--- src/rtl/fdiv16_if.sv ---
// ============================================================================
// Module      : fdiv16_if
// Description : Start/done handshake and operand/result bundle between the
//               EX stage (master) and the FP16 divider (slave).
// Revision    : 1.0 - initial release
// ============================================================================
`default_nettype none

interface fdiv16_if;
    logic        start;
    logic        flush;
    logic [15:0] op1;
    logic [15:0] op2;
    logic        ready;
    logic        done;
    logic [15:0] result;
    logic        dz;
    logic        nv;

    modport master (
        output start, flush, op1, op2,
        input  ready, done, result, dz, nv
    );

    modport slave (
        input  start, flush, op1, op2,
        output ready, done, result, dz, nv
    );
endinterface

`default_nettype wire

--- src/rtl/fdiv16_seq.sv ---
// ============================================================================
// Module      : fdiv16_seq
// Description : Multi-cycle FP16 divider, radix-2 restoring mantissa division,
//               truncating, subnormals flushed to signed zero.
// Revision    : 1.0 - initial release
// ============================================================================
`default_nettype none

module fdiv16_seq #(
    parameter logic [15:0] NAN_CODE = 16'h7E00
) (
    input  wire logic clk,
    input  wire logic rst_n,
    fdiv16_if.slave   bus
);

    localparam logic [1:0] c_IDLE  = 2'd0;
    localparam logic [1:0] c_CHECK = 2'd1;
    localparam logic [1:0] c_DIV   = 2'd2;
    localparam logic [1:0] c_NORM  = 2'd3;

    logic [1:0]  r_state;
    logic [15:0] r_op1;
    logic [15:0] r_op2;
    logic [11:0] r_rem;
    logic [11:0] r_q;
    logic [3:0]  r_cnt;
    logic [15:0] r_result;
    logic        r_dz;
    logic        r_nv;
    logic        r_done;

    logic        w_sign;
    logic        w_zero1, w_inf1, w_nan1;
    logic        w_zero2, w_inf2, w_nan2;
    logic        w_special;
    logic [15:0] w_spec_result;
    logic        w_spec_dz;
    logic        w_spec_nv;
    logic [10:0] w_mb;
    logic        w_ge;
    logic [11:0] w_rem_sub;
    logic signed [6:0] w_e;
    logic [9:0]  w_mant;
    logic [15:0] w_norm_result;

    assign w_sign  = r_op1[15] ^ r_op2[15];
    assign w_zero1 = (r_op1[14:10] == 5'd0);
    assign w_inf1  = (r_op1[14:10] == 5'h1F) && (r_op1[9:0] == 10'd0);
    assign w_nan1  = (r_op1[14:10] == 5'h1F) && (r_op1[9:0] != 10'd0);
    assign w_zero2 = (r_op2[14:10] == 5'd0);
    assign w_inf2  = (r_op2[14:10] == 5'h1F) && (r_op2[9:0] == 10'd0);
    assign w_nan2  = (r_op2[14:10] == 5'h1F) && (r_op2[9:0] != 10'd0);

    // Special-case resolution, highest priority first
    always_comb begin
        w_special     = 1'b1;
        w_spec_dz     = 1'b0;
        w_spec_nv     = 1'b0;
        w_spec_result = {w_sign, 15'h0000};
        if (w_nan1 || w_nan2 || (w_zero1 && w_zero2) || (w_inf1 && w_inf2)) begin
            w_spec_result = NAN_CODE;
            w_spec_nv     = 1'b1;
        end else if (w_zero2) begin
            w_spec_result = {w_sign, 5'h1F, 10'h000};
            w_spec_dz     = 1'b1;
        end else if (w_inf1) begin
            w_spec_result = {w_sign, 5'h1F, 10'h000};
        end else if (w_zero1 || w_inf2) begin
            w_spec_result = {w_sign, 15'h0000};
        end else begin
            w_special = 1'b0;
        end
    end

    // rem stays below 2*mb, so 12 bits never overflow across the shift
    assign w_mb      = {1'b1, r_op2[9:0]};
    assign w_ge      = (r_rem >= {1'b0, w_mb});
    assign w_rem_sub = w_ge ? (r_rem - {1'b0, w_mb}) : r_rem;

    assign w_e = $signed({2'b00, r_op1[14:10]}) - $signed({2'b00, r_op2[14:10]})
               + (r_q[11] ? 7'sd15 : 7'sd14);
    assign w_mant = r_q[11] ? r_q[10:1] : r_q[9:0];

    always_comb begin
        if (w_e >= 7'sd31) begin
            w_norm_result = {w_sign, 5'h1F, 10'h000};
        end else if (w_e <= 7'sd0) begin
            w_norm_result = {w_sign, 15'h0000};
        end else begin
            w_norm_result = {w_sign, w_e[4:0], w_mant};
        end
    end

    always_ff @(posedge clk or negedge rst_n) begin
        if (!rst_n) begin
            r_state  <= c_IDLE;
            r_op1    <= 16'h0000;
            r_op2    <= 16'h0000;
            r_rem    <= 12'h000;
            r_q      <= 12'h000;
            r_cnt    <= 4'd0;
            r_result <= 16'h0000;
            r_dz     <= 1'b0;
            r_nv     <= 1'b0;
            r_done   <= 1'b0;
        end else begin
            r_done <= 1'b0;
            case (r_state)
                c_IDLE: begin
                    if (bus.start && !bus.flush) begin
                        r_op1   <= bus.op1;
                        r_op2   <= bus.op2;
                        r_state <= c_CHECK;
                    end
                end
                c_CHECK: begin
                    if (bus.flush) begin
                        r_state <= c_IDLE;
                    end else if (w_special) begin
                        r_result <= w_spec_result;
                        r_dz     <= w_spec_dz;
                        r_nv     <= w_spec_nv;
                        r_done   <= 1'b1;
                        r_state  <= c_IDLE;
                    end else begin
                        r_rem   <= {1'b0, 1'b1, r_op1[9:0]};
                        r_q     <= 12'h000;
                        r_cnt   <= 4'd0;
                        r_state <= c_DIV;
                    end
                end
                c_DIV: begin
                    if (bus.flush) begin
                        r_state <= c_IDLE;
                    end else begin
                        r_q   <= {r_q[10:0], w_ge};
                        r_rem <= w_rem_sub << 1;
                        r_cnt <= r_cnt + 4'd1;
                        if (r_cnt == 4'd11) begin
                            r_state <= c_NORM;
                        end
                    end
                end
                c_NORM: begin
                    if (bus.flush) begin
                        r_state <= c_IDLE;
                    end else begin
                        r_result <= w_norm_result;
                        r_dz     <= 1'b0;
                        r_nv     <= 1'b0;
                        r_done   <= 1'b1;
                        r_state  <= c_IDLE;
                    end
                end
                default: r_state <= c_IDLE;
            endcase
        end
    end

    assign bus.ready  = (r_state == c_IDLE);
    assign bus.done   = r_done;
    assign bus.result = r_result;
    assign bus.dz     = r_dz;
    assign bus.nv     = r_nv;

endmodule

`default_nettype wire

--- src/flat_wrapper.sv ---
// flat-port wrapper written by rule: the top's interface ports become plain ports
module fdiv16_seq_flat 
#(
    parameter logic [15:0] NAN_CODE = 16'h7E00
)
  (clk, rst_n, bus_start, bus_flush, bus_op1, bus_op2, bus_ready, bus_done, bus_result, bus_dz, bus_nv);
  fdiv16_if bus_i ();
  input  wire logic clk;
  input  wire logic rst_n;
  input wire logic [$bits(bus_i.start)-1:0] bus_start;
  input wire logic [$bits(bus_i.flush)-1:0] bus_flush;
  input wire logic [$bits(bus_i.op1)-1:0] bus_op1;
  input wire logic [$bits(bus_i.op2)-1:0] bus_op2;
  output wire logic [$bits(bus_i.ready)-1:0] bus_ready;
  output wire logic [$bits(bus_i.done)-1:0] bus_done;
  output wire logic [$bits(bus_i.result)-1:0] bus_result;
  output wire logic [$bits(bus_i.dz)-1:0] bus_dz;
  output wire logic [$bits(bus_i.nv)-1:0] bus_nv;
  assign bus_i.start = bus_start;
  assign bus_i.flush = bus_flush;
  assign bus_i.op1 = bus_op1;
  assign bus_i.op2 = bus_op2;
  assign bus_ready = bus_i.ready;
  assign bus_done = bus_i.done;
  assign bus_result = bus_i.result;
  assign bus_dz = bus_i.dz;
  assign bus_nv = bus_i.nv;
  fdiv16_seq #(.NAN_CODE(NAN_CODE)) u_core (.clk(clk), .rst_n(rst_n), .bus(bus_i));
endmodule
--- config.mk ---
export PLATFORM = sky130hd
export DESIGN_NAME = fdiv16_seq_flat
export DESIGN_NICKNAME = d
export VERILOG_FILES = /design/src/rtl/fdiv16_if.sv /design/src/rtl/fdiv16_seq.sv /design/src/flat_wrapper.sv
export SDC_FILE = /design/constraint.sdc
export NUM_CORES = 1
export LEC_CHECK = 0
export CAP_MARGIN = 20
export CORE_UTILIZATION = 40
export CTS_CLUSTER_DIAMETER = 50
export DETAILED_ROUTE_END_ITERATION = 10
export DONT_BUFFER_PORTS = 1
export PLACE_DENSITY = 0.6
export SLEW_MARGIN = 20
export SYNTH_ARGS = -nofsm -noshare
export SYNTH_HDL_FRONTEND = slang
export SYNTH_SLANG_ARGS = --single-unit
--- constraint.sdc ---
create_clock -name clk -period 5.5 [get_ports clk]
set_clock_uncertainty 0.05 [all_clocks]
set_input_delay 0.275 -clock clk [delete_from_list [all_inputs] [get_ports clk]]
set_output_delay 0.275 -clock clk [all_outputs]
set_load 0.02 [all_outputs]
==> impl_results.md <==
- Grt total ovfl: 0
- CTS root buffer: clkbuf_16
- Multi-input gate area: 2370 um^2
- CTS tree: done
- RR Endpoint: u_core.bus.result[3]
- Layout cells sized above 1: 11.5%
- Final hold slack: 0.0112 ns
- Tmin final: 3.40 ns
- P_int: 0.00165 W
- Final core utilization: 46.6%
- Most frequent cell after synthesis: dfrtp_1
- Dpl hpwl: 7.47 mm
- Endpoints failing hold: 0
- End of the worst hold path: u_core.r_op2[2]
- Combinational power share: 43.8%
- Leak: 2.18 nW
- Post-synth EDFFs: 0
- Vias: 3512
- Dpl ws: 2.11 ns
- Most used DFF post-synth: dfrtp_1
- Register area: 2030 um^2
- Die W: 109 um
- Global-route wire length before repair: 17.3 mm
- Diode count: 0
- Pwr/cell area: 539 nW/um^2
- Fill cell count: 1046
- Top cells by area, synth: dfrtp_1, ha_1, nand2_1
- Sw Ratio: 40.4%
- Final WL: 10.4 mm
- RSZ-0062 raised after global routing: no
- Number of port buffers: 0
- Switching power: 0.00112 W
- Clock Power Share: 23.8%
- CTS sink count: 81
- Net Count, Synth: 524
- Remaining DRCs: 0
- Area grow syn2layout: 11.8%
- Die Footprint: 11900 um^2
- FF-to-FF setup slack: 2.10 ns
- Clock Path Buffers: 2
- Setup-failing EPs final: 0
- Max-slew violation count: 0
- Mapped cell area: 4600 um^2
- Detail Route Antenna Nets: 0
- Cell taking the most area after synthesis: dfrtp_1
- Crit end category: flip-flop
- Startpoint of the worst hold path: bus_op2[2]
- Tightest Pin Transition: 0.904 ns
- Synthesized instance count: 468
- Post-CTS Hold Fix Bufs: 11
- Total GRT Usage: 19.1%
- Gpl congestion: 0.909
- Count of cells resized by post-cts repair: 0
- Crit path DAT: 3.56 ns
- I/O pins: 56
- Setup Buffers After CTS: 0
- Synth cell types: 66
- Clock Latency Late Sink: 0.35 ns
- Worst min path class: primary input to flip-flop
- Worst reg-to-reg path cell count: 8
- Clock transition at the registers of the reported paths: 0.06 ns
- Outcome: finished, final reports clean
- Warnings from Yosys: 0
- TritonCTS buffer count: 9
- Final worst path period share: 61.8%
- Vias in the first global route: 3448
- Max FO, Critical Path: 10
- Core box area: 11000 um^2
- H-tree depth: 3
- Setup TNS: 0 ns
- Vias per cell: 5.69
- First-pass DRT Iterations: 4
- Initial Util: 41.7%
- Required @ worst endpoint: 5.66 ns
- Top cells by count, synth: dfrtp_1, nand2_1, o21ai_0
- Largest net degree at the start of global routing: 82
- Critical Path Source Type: flip-flop
- Max_cap viols: 0
- Final setup margin: 2.10 ns
- #FFs+latches synth: 81
- Synthesized area per cell: 9.83 um^2
- Wirelength per Cell: 16.8 um
- Num rows: 38
- Die H: 109 um
- Yosys top cell area share: 44.1%
- Async SR Flop Fraction: 100%
- 1st-iter DRT viols: 185
- Rel. slew slack: 39.7%
- Max VDD drop: 0.258 mV
- Overall Power: 0.00277 W
- Sequential power share: 32.4%
- Critical path class: flip-flop to flip-flop
- Initial antenna violation count: 1
- Hold depth: 2
- Sequential share of the synthesized area: 44.1%
- Worst reg2reg startpoint: u_core.r_op2[10]
- Max Clk Rate: 294 MHz
- Layout net count: 528
area by class of cell:
cell class / instances / area share, %
multi-input combinational: 341 / 46.1
inverter: 26 / 1.90
clock inverter: 7 / 1.97
timing repair buffer: 13 / 2.77
clock buffer: 9 / 4.38
sequential: 81 / 39.4
tap: 140 / 3.41
stage by stage:
stage / instance area [um^2] / std cells
floorplan: 4600 / 468
global placement: 4690 / 590
detailed placement: 4690 / 590
CTS: 5140 / 617
global route: 5140 / 617
finish: 5140 / 617
power by group through the flow:
stage          sequential [W]  combinational [W]  clock (W)
6_report             0.000898            0.00121   0.000659
5_1_grt              0.000922            0.00135   0.000699
4_1_cts              0.000898            0.00121   0.000675
3_5_place_dp         0.000909            0.00118          0
3_3_place_gp         0.000906            0.00116          0
2_1_floorplan        0.000861           0.000991          0
how the worst max path moves through the flow:
stage | from | to | slack [ns] | cells past startpoint
after floorplan | u_core.r_op2[10] | u_core.bus.result[9] | 2.57 | 9
after global placement | u_core.r_op2[10] | u_core.bus.result[3] | 2.18 | 8
after detailed placement | u_core.r_op2[10] | u_core.bus.result[2] | 2.11 | 8
after CTS | u_core.r_op2[10] | u_core.bus.result[2] | 2.10 | 8
after global routing | u_core.r_op2[10] | u_core.bus.result[2] | 1.84 | 8
final | u_core.r_op2[10] | u_core.bus.result[3] | 2.10 | 8
routing by layer:
metal | GRT usage, % | wire, um | up-vias | part of all wire [%]
met3 | 5.14 | 492 | 12 | 4.7
met2 | 31.3 | 5040 | 85 | 49
li1 | - | - | 1717 | -
met4 | 5.90 | 138 | 2 | 1.3
met5 | 0 | 13 | - | 0.13
met1 | 24.4 | 4680 | 1696 | 45
kinds of logic after synthesis:
group | synth area share, %
fa+ha+maj | 5.77
buf+inv | 4.33
compound gates | 21.0
mux | 7.24
xor+xnor | 3.89
simple gates | 13.7
flops | 44.1
critical path: stages, from the launching register on:
cell,delay [ns]
dfrtp_1,0.41
ha_1,0.23
fa_1,0.51
nor2b_1,0.36
xnor3_1,0.38
or3_1,0.30
a2111oi_0,0.38
or3_1,0.53
o21ai_2,0.11
placed cells by master, fill, tap and decap left out, types with 3 or more instances in the layout:
master,instances
mux2_2,17
or3_1,3
o21ai_0,32
o21ai_1,10
a211oi_1,6
o211ai_1,4
ha_1,18
and2_1,3
a2bb2oi_1,4
a22o_1,13
dfrtp_1,81
a31oi_1,3
inv_1,24
o21ai_2,9
o22ai_1,4
nand4_1,6
dlygate4sd3_1,10
nand3_1,10
xor2_1,7
nor4_1,3
o31ai_1,3
nor3_1,6
clkbuf_16,9
nor2b_1,3
nand2b_1,4
xnor2_1,9
mux2i_1,13
nand2_1,51
nor2_1,29
or4_1,7
a21oi_1,21
flip-flops by register name, indices dropped and copies added, names as in the netlist:
| signal | cells |
|---|---|
| u_core.r_cnt | 4 |
| u_core.bus.dz | 1 |
| u_core.r_q | 12 |
| u_core.bus.done | 1 |
| u_core.r_op2 | 16 |
| u_core.bus.nv | 1 |
| u_core.r_op1 | 16 |
| u_core.r_state | 2 |
| u_core.bus.result | 16 |
| u_core.r_rem | 12 |
Note: power is estimated with default switching activity, not from simulation.
